$ cat src/rtl/fc_argmax_rx_if.sv
// Score-stream and result-handshake bundle between the FC layer, the
// argmax receiver and the host readout.
// Ports: frame_n/score_in/result_ack toward the receiver; result_valid,
//        class_idx, max_score, margin, short_frame back to the host.
interface fc_argmax_rx_if #(
    parameter int IDX_W = 4
);
    logic                    frame_n;
    logic signed [19:0]      score_in;
    logic                    result_ack;
    logic                    result_valid;
    logic [IDX_W-1:0]        class_idx;
    logic signed [19:0]      max_score;
    logic signed [20:0]      margin;
    logic                    short_frame;

    modport master (
        output frame_n,
        output score_in,
        output result_ack,
        input  result_valid,
        input  class_idx,
        input  max_score,
        input  margin,
        input  short_frame
    );

    modport slave (
        input  frame_n,
        input  score_in,
        input  result_ack,
        output result_valid,
        output class_idx,
        output max_score,
        output margin,
        output short_frame
    );
endinterface

$ cat src/rtl/fc_argmax_rx.sv
// Argmax receiver for the FC layer's serial score stream.
// Ports: clk_in, rst_n (sync, active-low), bus (slave side of
//        fc_argmax_rx_if: frame/score in, valid/ack result out).
module fc_argmax_rx #(
    parameter int NUM_OUT = 10,
    parameter int LAG     = 1,
    parameter int IDX_W   = 4
) (
    input logic            clk_in,
    input logic            rst_n,
    fc_argmax_rx_if.slave  bus
);
    typedef enum logic [2:0] {
        IDLE,
        SKIP,
        COLLECT,
        WAIT_ACK,
        REARM
    } state_t;

    localparam logic [IDX_W-1:0] LAST = IDX_W'(NUM_OUT - 1);
    localparam logic signed [19:0] SCORE_MIN = 20'sh80000;

    state_t             state_q;
    state_t             state_d;
    logic [1:0]         lag_q;
    logic [IDX_W-1:0]   cnt_q;
    logic [IDX_W-1:0]   idx_q;
    logic signed [19:0] max_q;
    logic signed [19:0] sec_q;
    logic               short_q;
    logic               last_lag;
    logic               first;

    // For LAG=0 the compare never matches, but SKIP is unreachable then.
    assign last_lag = ({30'd0, lag_q} == 32'(LAG - 1));
    assign first    = (cnt_q == '0);

    always_ff @(posedge clk_in) begin
        if (!rst_n) begin
            state_q <= IDLE;
        end else begin
            state_q <= state_d;
        end
    end

    always_comb begin
        state_d = state_q;
        unique case (state_q)
            IDLE: begin
                if (!bus.frame_n) begin
                    state_d = (LAG == 0) ? COLLECT : SKIP;
                end
            end
            SKIP: begin
                if (bus.frame_n) begin
                    state_d = WAIT_ACK;
                end else if (last_lag) begin
                    state_d = COLLECT;
                end
            end
            COLLECT: begin
                if (bus.frame_n || cnt_q == LAST) begin
                    state_d = WAIT_ACK;
                end
            end
            WAIT_ACK: begin
                if (bus.result_ack) begin
                    state_d = bus.frame_n ? IDLE : REARM;
                end
            end
            REARM: begin
                if (bus.frame_n) begin
                    state_d = IDLE;
                end
            end
            default: state_d = IDLE;
        endcase
    end

    always_ff @(posedge clk_in) begin
        if (!rst_n) begin
            lag_q   <= '0;
            cnt_q   <= '0;
            idx_q   <= '0;
            max_q   <= '0;
            sec_q   <= '0;
            short_q <= 1'b0;
        end else begin
            if (state_q != COLLECT && state_d == COLLECT) begin
                short_q <= 1'b0;
            end
            unique case (state_q)
                IDLE: begin
                    lag_q <= '0;
                    cnt_q <= '0;
                end
                SKIP: begin
                    lag_q <= lag_q + 2'd1;
                    if (bus.frame_n) begin
                        short_q <= 1'b1;
                        idx_q   <= '0;
                        max_q   <= '0;
                        sec_q   <= '0;
                    end
                end
                COLLECT: begin
                    if (bus.frame_n) begin
                        // Aborted frame: the sample in this cycle is dropped.
                        short_q <= 1'b1;
                        if (first) begin
                            idx_q <= '0;
                            max_q <= '0;
                            sec_q <= '0;
                        end
                    end else begin
                        cnt_q <= cnt_q + 1'b1;
                        if (first) begin
                            max_q <= bus.score_in;
                            idx_q <= '0;
                            sec_q <= SCORE_MIN;
                        end else if (bus.score_in > max_q) begin
                            sec_q <= max_q;
                            max_q <= bus.score_in;
                            idx_q <= cnt_q;
                        end else if (bus.score_in > sec_q) begin
                            sec_q <= bus.score_in;
                        end
                    end
                end
                default: ;
            endcase
        end
    end

    assign bus.result_valid = (state_q == WAIT_ACK);
    assign bus.class_idx    = idx_q;
    assign bus.max_score    = max_q;
    assign bus.margin       = {max_q[19], max_q} - {sec_q[19], sec_q};
    assign bus.short_frame  = short_q;
endmodule

$ cat src/flat_wrapper.sv
// flat-port wrapper written by rule: the top's interface ports become plain ports
module fc_argmax_rx_flat 
#(
    parameter int NUM_OUT = 10,
    parameter int LAG     = 1,
    parameter int IDX_W   = 4
)
  (clk_in, rst_n, bus_frame_n, bus_score_in, bus_result_ack, bus_result_valid, bus_class_idx, bus_max_score, bus_margin, bus_short_frame);
  fc_argmax_rx_if #(.IDX_W(IDX_W)) bus_i ();
  input logic clk_in;
  input logic rst_n;
  input wire logic [$bits(bus_i.frame_n)-1:0] bus_frame_n;
  input wire logic [$bits(bus_i.score_in)-1:0] bus_score_in;
  input wire logic [$bits(bus_i.result_ack)-1:0] bus_result_ack;
  output wire logic [$bits(bus_i.result_valid)-1:0] bus_result_valid;
  output wire logic [$bits(bus_i.class_idx)-1:0] bus_class_idx;
  output wire logic [$bits(bus_i.max_score)-1:0] bus_max_score;
  output wire logic [$bits(bus_i.margin)-1:0] bus_margin;
  output wire logic [$bits(bus_i.short_frame)-1:0] bus_short_frame;
  assign bus_i.frame_n = bus_frame_n;
  assign bus_i.score_in = bus_score_in;
  assign bus_i.result_ack = bus_result_ack;
  assign bus_result_valid = bus_i.result_valid;
  assign bus_class_idx = bus_i.class_idx;
  assign bus_max_score = bus_i.max_score;
  assign bus_margin = bus_i.margin;
  assign bus_short_frame = bus_i.short_frame;
  fc_argmax_rx #(.NUM_OUT(NUM_OUT), .LAG(LAG), .IDX_W(IDX_W)) u_core (.clk_in(clk_in), .rst_n(rst_n), .bus(bus_i));
endmodule
$ cat config.mk
export PLATFORM = sky130hd
export DESIGN_NAME = fc_argmax_rx_flat
export DESIGN_NICKNAME = d
export VERILOG_FILES = /design/src/rtl/fc_argmax_rx_if.sv /design/src/rtl/fc_argmax_rx.sv /design/src/flat_wrapper.sv
export SDC_FILE = /design/constraint.sdc
export NUM_CORES = 1
export LEC_CHECK = 0
export CAP_MARGIN = 20
export CORE_UTILIZATION = 55
export CTS_BUF_LIST = sky130_fd_sc_hd__clkbuf_8 sky130_fd_sc_hd__clkbuf_16
export DETAILED_ROUTE_END_ITERATION = 6
export HOLD_SLACK_MARGIN = 0.08
export PLACE_DENSITY = 0.78
export SYNTH_ARGS = -nofsm -noshare
export SYNTH_HDL_FRONTEND = slang
export SYNTH_SLANG_ARGS = --single-unit
$ cat constraint.sdc
create_clock -name clk_in -period 4.05 [get_ports clk_in]
set_clock_uncertainty 0.05 [all_clocks]
set_input_delay 1.0125 -clock clk_in [delete_from_list [all_inputs] [get_ports clk_in]]
set_output_delay 1.0125 -clock clk_in [all_outputs]
set_load 0.005 [all_outputs]
==> results of run 1 <==
==> worst max-delay path: cells and delay by family (launching register included) <==
family	cells	cell delay (ns)
buffers and inverters	4	0.83
AND/OR/NAND/NOR	2	0.17
flip-flops	1	0.35
adder cells (fa/ha/maj)	2	0.50
AO/OA/AOI/OAI	3	0.49
XOR/XNOR	1	0.20
==> how the worst max path moves through the flow <==
stage / start / depth (start not counted) / slack (ns) / endpoint
2_1_floorplan: bus_score_in[19] / 11 / 0.66 / u_core.bus.max_score[1]$_SDFFE_PN0P_
3_3_place_gp: bus_score_in[17] / 11 / 0.14 / u_core.sec_q[19]$_SDFFE_PN0P_
3_5_place_dp: bus_score_in[17] / 11 / 0.05 / u_core.sec_q[19]$_SDFFE_PN0P_
4_1_cts: u_core.sec_q[7]$_SDFFE_PN0P_ / 11 / 0.003 / bus_margin[17]
5_1_grt: u_core.bus.max_score[0]$_SDFFE_PN0P_ / 12 / -0.01 / bus_margin[14]
6_report: u_core.bus.max_score[0]$_SDFFE_PN0P_ / 12 / 0.14 / bus_margin[8]
==> placed cells by master, fill, tap and decap left out, types with 8 or more instances in the layout <==
cell / instances
a21oi_1: 25
and2_1: 26
buf_4: 29
clkdlybuf4s50_1: 63
dfxtp_1: 50
ha_1: 58
inv_1: 54
mux2i_1: 40
nand2_1: 47
nand4_1: 13
nor2_1: 23
nor2b_1: 10
nor3_1: 8
o21a_1: 10
o21ai_0: 11
o2bb2ai_1: 9
o2bb2ai_2: 10
xnor2_1: 11
==> layer usage <==
metal | routed length, um | track usage | part of all wire
met4 | 316 | 0.107 | 0.027
met1 | 5120 | 0.326 | 0.43
met5 | 0 | 0 | 0
met3 | 479 | 0.0443 | 0.041
met2 | 5860 | 0.499 | 0.50
==> area by class of cell <==
cell class | instances | share of cell area
clock buffers | 6 | 0.0143
clock inverters | 2 | 0.00217
inverters | 55 | 0.0357
multi-input cells | 403 | 0.573
flip-flops and latches | 54 | 0.188
well taps | 102 | 0.0221
repair buffers | 101 | 0.165
==> metrics by stage <==
step,util,cells,setup slack (ns),hold slack [ns],TNS [ns]
2_1_floorplan,-,529,0.663,0.382,0
3_3_place_gp,0.697,707,0.138,0.395,0
3_5_place_dp,0.697,707,0.0532,0.398,0
4_1_cts,0.723,720,0.00333,0.425,0
5_1_grt,0.736,723,-0.0114,0.431,-0.0212
6_report,0.736,723,0.138,0.408,0
==> cell families (layout without fill, tap and decap cells) <==
logic type | Yosys count | after routing | share of synthesized area
xor gates and xnor gates | 14 | 14 | 0.0272
DFF | 54 | 54 | 0.240
and+or+nand+nor | 155 | 155 | 0.180
adders and majority gates | 65 | 65 | 0.182
muxes | 42 | 42 | 0.0934
AOI/OAI and AO/OA | 127 | 127 | 0.214
buffers and inverters | 72 | 164 | 0.0646
==> registers in the layout, indices dropped and copies added, names as in the netlist <==
signal,flops
u_core.bus.max_score,20
u_core.sec_q,20
u_core.bus.class_idx,4
u_core.cnt_q,4
u_core.state_q,3
u_core.lag_q,2
u_core.bus.short_frame,1
==> power by group through the flow <==
stage / registers [mW] / clock network (mW) / logic, mW
2_1_floorplan: 0.556 / 0 / 0.267
3_3_place_gp: 0.562 / 0 / 0.422
3_5_place_dp: 0.562 / 0 / 0.431
4_1_cts: 0.550 / 0.333 / 0.444
5_1_grt: 0.552 / 0.356 / 0.494
6_report: 0.550 / 0.330 / 0.455
==> what timing repair did <==
item / CTS / global route
gates resized for setup: 23 / 17
buffers inserted: 5 / 3
endpoints found under the setup margin: 11 / 9
pin swaps: 12 / 9
==> impl_metrics.ini, run 1 <==
[min_path]
whs_endpoint = u_core.sec_q[2]$_SDFFE_PN0P_
hold_path.class = register to register
worstHoldStart = u_core.sec_q[2]$_SDFFE_PN0P_
holdPathStages = 1

[pwr]
p_sw_frac = 0.322
switchingPower_mw = 0.430
power_density_mw_per_mm2 = 231
seq_power_share = 0.412
p_comb_frac = 0.341
leakage_nw = 2.34
finalPower_mw = 1.34
peakVddDrop_mv = 0.213
internal_power_mw = 0.905
clkPwrFrac = 0.247

[placement]
port_buffers = 70
post_dp_cell_area_mm2 = 0.00547
place_congestion = 0.847
hpwl_um = 8680

[worst_setup_path]
crit_path_start_kind = register
rr_startpoint = u_core.bus.max_score[10]$_SDFFE_PN0P_
slowest_stage = clkdlybuf4s50_1
crit_arrival_ns = 2.85
critPathMostFrequentCell = buf_4
reg2reg_to = u_core.sec_q[19]$_SDFFE_PN0P_
path_class = register to primary output
path_max_fanout = 2
end_kind = primary output
cp.required_ns = 2.99
r2r_slack_ns = 0.94
r2r_cells = 11
max_stage_delay_ns = 0.53
crit_chain = inv_2 -> ha_4 -> fa_2 -> nor2b_1 -> o21a_1 -> o21ai_2 -> a21oi_2 -> buf_4 -> buf_4 -> nor2_1 -> xnor2_1 -> clkdlybuf4s50_1

[synthesis]
yosysTopAreaCell = dfxtp_1
ys_ff_latch = 54
synth_flop_cell = dfxtp_1
synth_top_cell_area_share = 0.240
synth-async-reset-ratio = 0
synth_edf_count = 0
avgSynthCellArea_um2 = 8.53
ys_types = 57
yosysMostFrequentCell = ha_1
ys_top_cells_by_count = ha_1, inv_1, dfxtp_1
synth_cells = 529
synthesis.area_mm2 = 0.00451
yosys_warnings = 0
synth_nets = 618
synthTopCellsByArea = dfxtp_1, ha_1, mux2i_1, inv_1, nand2_1
synth-seq-area-share = 0.240

[grt]
grt_overflow = 0
grt_pass1_wl_um = 19100
grt_pass1_vias = 4135
antenna_found_initial = 0
grt_util_all_layers = 0.277
grt_max_degree = 31

[layout]
syn2layout_area_growth_pct = 28.0
drive_gt1_frac = 0.134
seqCellArea_mm2 = 0.00109
finalNetCount = 709
multi_input_area_mm2 = 0.00331
stdcell_area_mm2 = 0.00578
diodes = 0
fillCellCount = 620

[cts]
cts_tree = yes
hold_buffers = 0
h-tree-depth = 2
cts.sinks = 54
numCtsBuffers = 5
insertion_delay_ns = 0.32
cts_root_buffer = clkbuf_8
cts.path.max_buffers = 2
cts.clk_slew.worst_paths_ns = 0.10

[sta]
finalHoldViolCount = 0
fin_crit_sh = 0.966
worst_pin_slew_ns = 0.471
fmax_mhz = 256
drv_slew = 0
finalCriticalPeriod_ns = 3.91
maxSlewHeadroom = 0.683
finalSetupViolations = 0

[job]
maxCapViolations = 0

[route]
drt-initial-drc-count = 155
vias = 4206
viasPerCell = 5.82
wl_per_cell_um = 16.3
ant_nets = 0
first_pass_iters = 6
wirelength_um = 11800
drc = 0

[floorplanning]
start_util = 0.575
ios = 71
coreArea_mm2 = 0.00785
die_x_um = 92.6
row_count = 32
die_h_um = 92.6
die_area_mm2 = 0.00857

[run_status]
status = finished, final reports clean
Power figures use the tool's default switching activity.
==> run 2: changes to the inputs <==
clock period = 5.02 ns   (was 4.05 ns; I/O delays follow)
==> run 2 against run 1 <==
  * Sequential share of layout area rose by 1.1 points
  * Highest routed layer unchanged
  * Clock power fell by 8.8%
  * Cell area fell by 5.8%
  * Via count fell by 4.0%
  * Non-clock buffer count fell by 24
  * First-iteration DRC count rose by 7.1%
  * Power fell by 19%
  * Utilization fell by 4.2 points
  * Clock-buffer cell count fell by 1
==> impl_metrics.ini, run 2 (synthesis gave the netlist of run 1 again) <==
[cts]
insertion_delay_ns = 0.32
cts_tree = yes
numCtsBuffers = 5
h-tree-depth = 2
cts.path.max_buffers = 2
post_cts_buffers = 0
cts_root_buffer = clkbuf_8
cts-resized-gates = 0
hold_buffers = 0
cts.clk_slew.worst_paths_ns = 0.10
cts.sinks = 54

[layout]
diodes = 0
finalNetCount = 685
syn2layout_area_growth_pct = 20.6
final_util = 0.694
final_cell_mix = clkdlybuf4s50_1, ha_1, inv_1
instances_no_fill = 699
drive_gt1_frac = 0.0570
layout_commonest_cell = clkdlybuf4s50_1

[grt]
grt_util_all_layers = 0.263
grt_pass1_vias = 3973
antenna_found_initial = 0
grt_max_degree = 37
grt_pass1_wl_um = 18200
grt_overflow = 0

[worst_setup_path]
end_kind = primary output
cp.required_ns = 3.71
rr_startpoint = u_core.bus.max_score[19]$_SDFFE_PN0P_
path_class = register to primary output
reg2reg_to = u_core.sec_q[19]$_SDFFE_PN0P_
r2r_cells = 11
r2r_slack_ns = 1.81
crit_path_start_kind = register
crit_arrival_ns = 3.31
path_max_fanout = 5
endpoint = bus_margin[18]
critPathLaunch = u_core.bus.max_score[0]$_SDFFE_PN0P_

[route]
drc = 0
vias = 4038
wl_per_cell_um = 15.6
ant_nets = 0
wirelength_um = 10900
first_pass_iters = 5
drt-initial-drc-count = 166
viasPerCell = 5.78

[floorplanning]
coreArea_mm2 = 0.00785
die_area_mm2 = 0.00857
start_util = 0.575
die_x_um = 92.6
ios = 71
die_h_um = 92.6
row_count = 32

[sta]
worst_pin_slew_ns = 0.788
finalSetupViolations = 0
finalHoldViolCount = 0
fin_crit_sh = 0.918
tns_ns = 0
finalCriticalPeriod_ns = 4.61
setup_slack_ns = 0.410
drv_slew = 0
rsz0062_at_grt = no
fmax_mhz = 217
maxSlewHeadroom = 0.474

[pwr]
peakVddDrop_mv = 0.136
leakage_nw = 2.14
power_density_mw_per_mm2 = 199

[placement]
place_congestion = 0.887
port_buffers = 70
placed_cells = 691
hpwl_um = 8330
preCtsSetupSlack_ns = 0.523

[run_status]
status = finished, final reports clean

[min_path]
hold_path.class = register to register

[job]
maxCapViolations = 0
## run 2: cell count changes in the layout (fill, tap and decap cells not counted), sizes merged
cell / before / now
bufinv: 0 / 1
buf: 31 / 7
clkinv: 1 / 0
clkdlybuf4s50: 63 / 70
clkbuf: 7 / 5
inv: 55 / 56
dlygate4sd2: 4 / 0
dlymetal6s2s: 2 / 0
## run 2: metal layers
layer  share of wire  global-route usage  vias to the layer above
met5               0                   0                        -
met4           0.018              0.0742                        0
met3           0.028              0.0369                       18
met2            0.49               0.476                       64
met1            0.46               0.321                     1935
li1                -                   -                     2021
## run 2: through the flow
stage | power [mW] | cell area [um^2] | hold WS (ns)
6_report | 1.09 | 5440 | 0.416
5_1_grt | 1.14 | 5440 | 0.436
4_1_cts | 1.09 | 5440 | 0.420
3_5_place_dp | 0.793 | 5330 | 0.400
3_3_place_gp | 0.783 | 5330 | 0.394
2_1_floorplan | 0.664 | 4510 | 0.382
## run 2: final cells by class
class	instances	area (um^2)
multi-input cells	403	3150
fillers	658	2400
flip-flops and latches	54	1080
repair buffers	77	766
inverters	55	206
well taps	102	128
clock buffers	5	68.8
clock inverters	3	41.3
## run 2: worst min-delay path by stage
stage               depth (start not counted)  slack (ns)                                  from                              endpoint
floorplan                                   1        0.38         u_core.sec_q[13]$_SDFFE_PN0P_         u_core.sec_q[13]$_SDFFE_PN0P_
global placement                            2        0.39  u_core.bus.class_idx[0]$_SDFFE_PN0P_  u_core.bus.class_idx[0]$_SDFFE_PN0P_
detailed placement                          2        0.40  u_core.bus.class_idx[1]$_SDFFE_PN0P_  u_core.bus.class_idx[1]$_SDFFE_PN0P_
CTS                                         2        0.42  u_core.bus.class_idx[1]$_SDFFE_PN0P_  u_core.bus.class_idx[1]$_SDFFE_PN0P_
global route                                2        0.44  u_core.bus.class_idx[1]$_SDFFE_PN0P_  u_core.bus.class_idx[1]$_SDFFE_PN0P_
finish                                      2        0.42  u_core.bus.class_idx[1]$_SDFFE_PN0P_  u_core.bus.class_idx[1]$_SDFFE_PN0P_
## run 2: critical path, stage by stage, from the launching register on
cell	delay, ns
dfxtp_1	0.41
inv_1	0.08
ha_1	0.22
fa_1	0.41
nor2b_1	0.14
o21a_1	0.14
o21ai_1	0.10
a21oi_1	0.14
buf_4	0.15
o21ai_1	0.17
o211ai_1	0.24
a21oi_1	0.11
xnor2_1	0.14
clkdlybuf4s50_1	0.52
## run 2: report_power, final
| group | internal, mW | leakage, nW | switching [mW] |
|---|---|---|---|
| registers | 0.435 | 0.436 | 0.00883 |
| clock network | 0.147 | 0.0556 | 0.154 |
| logic | 0.167 | 1.65 | 0.173 |
| total | 0.750 | 2.14 | 0.336 |
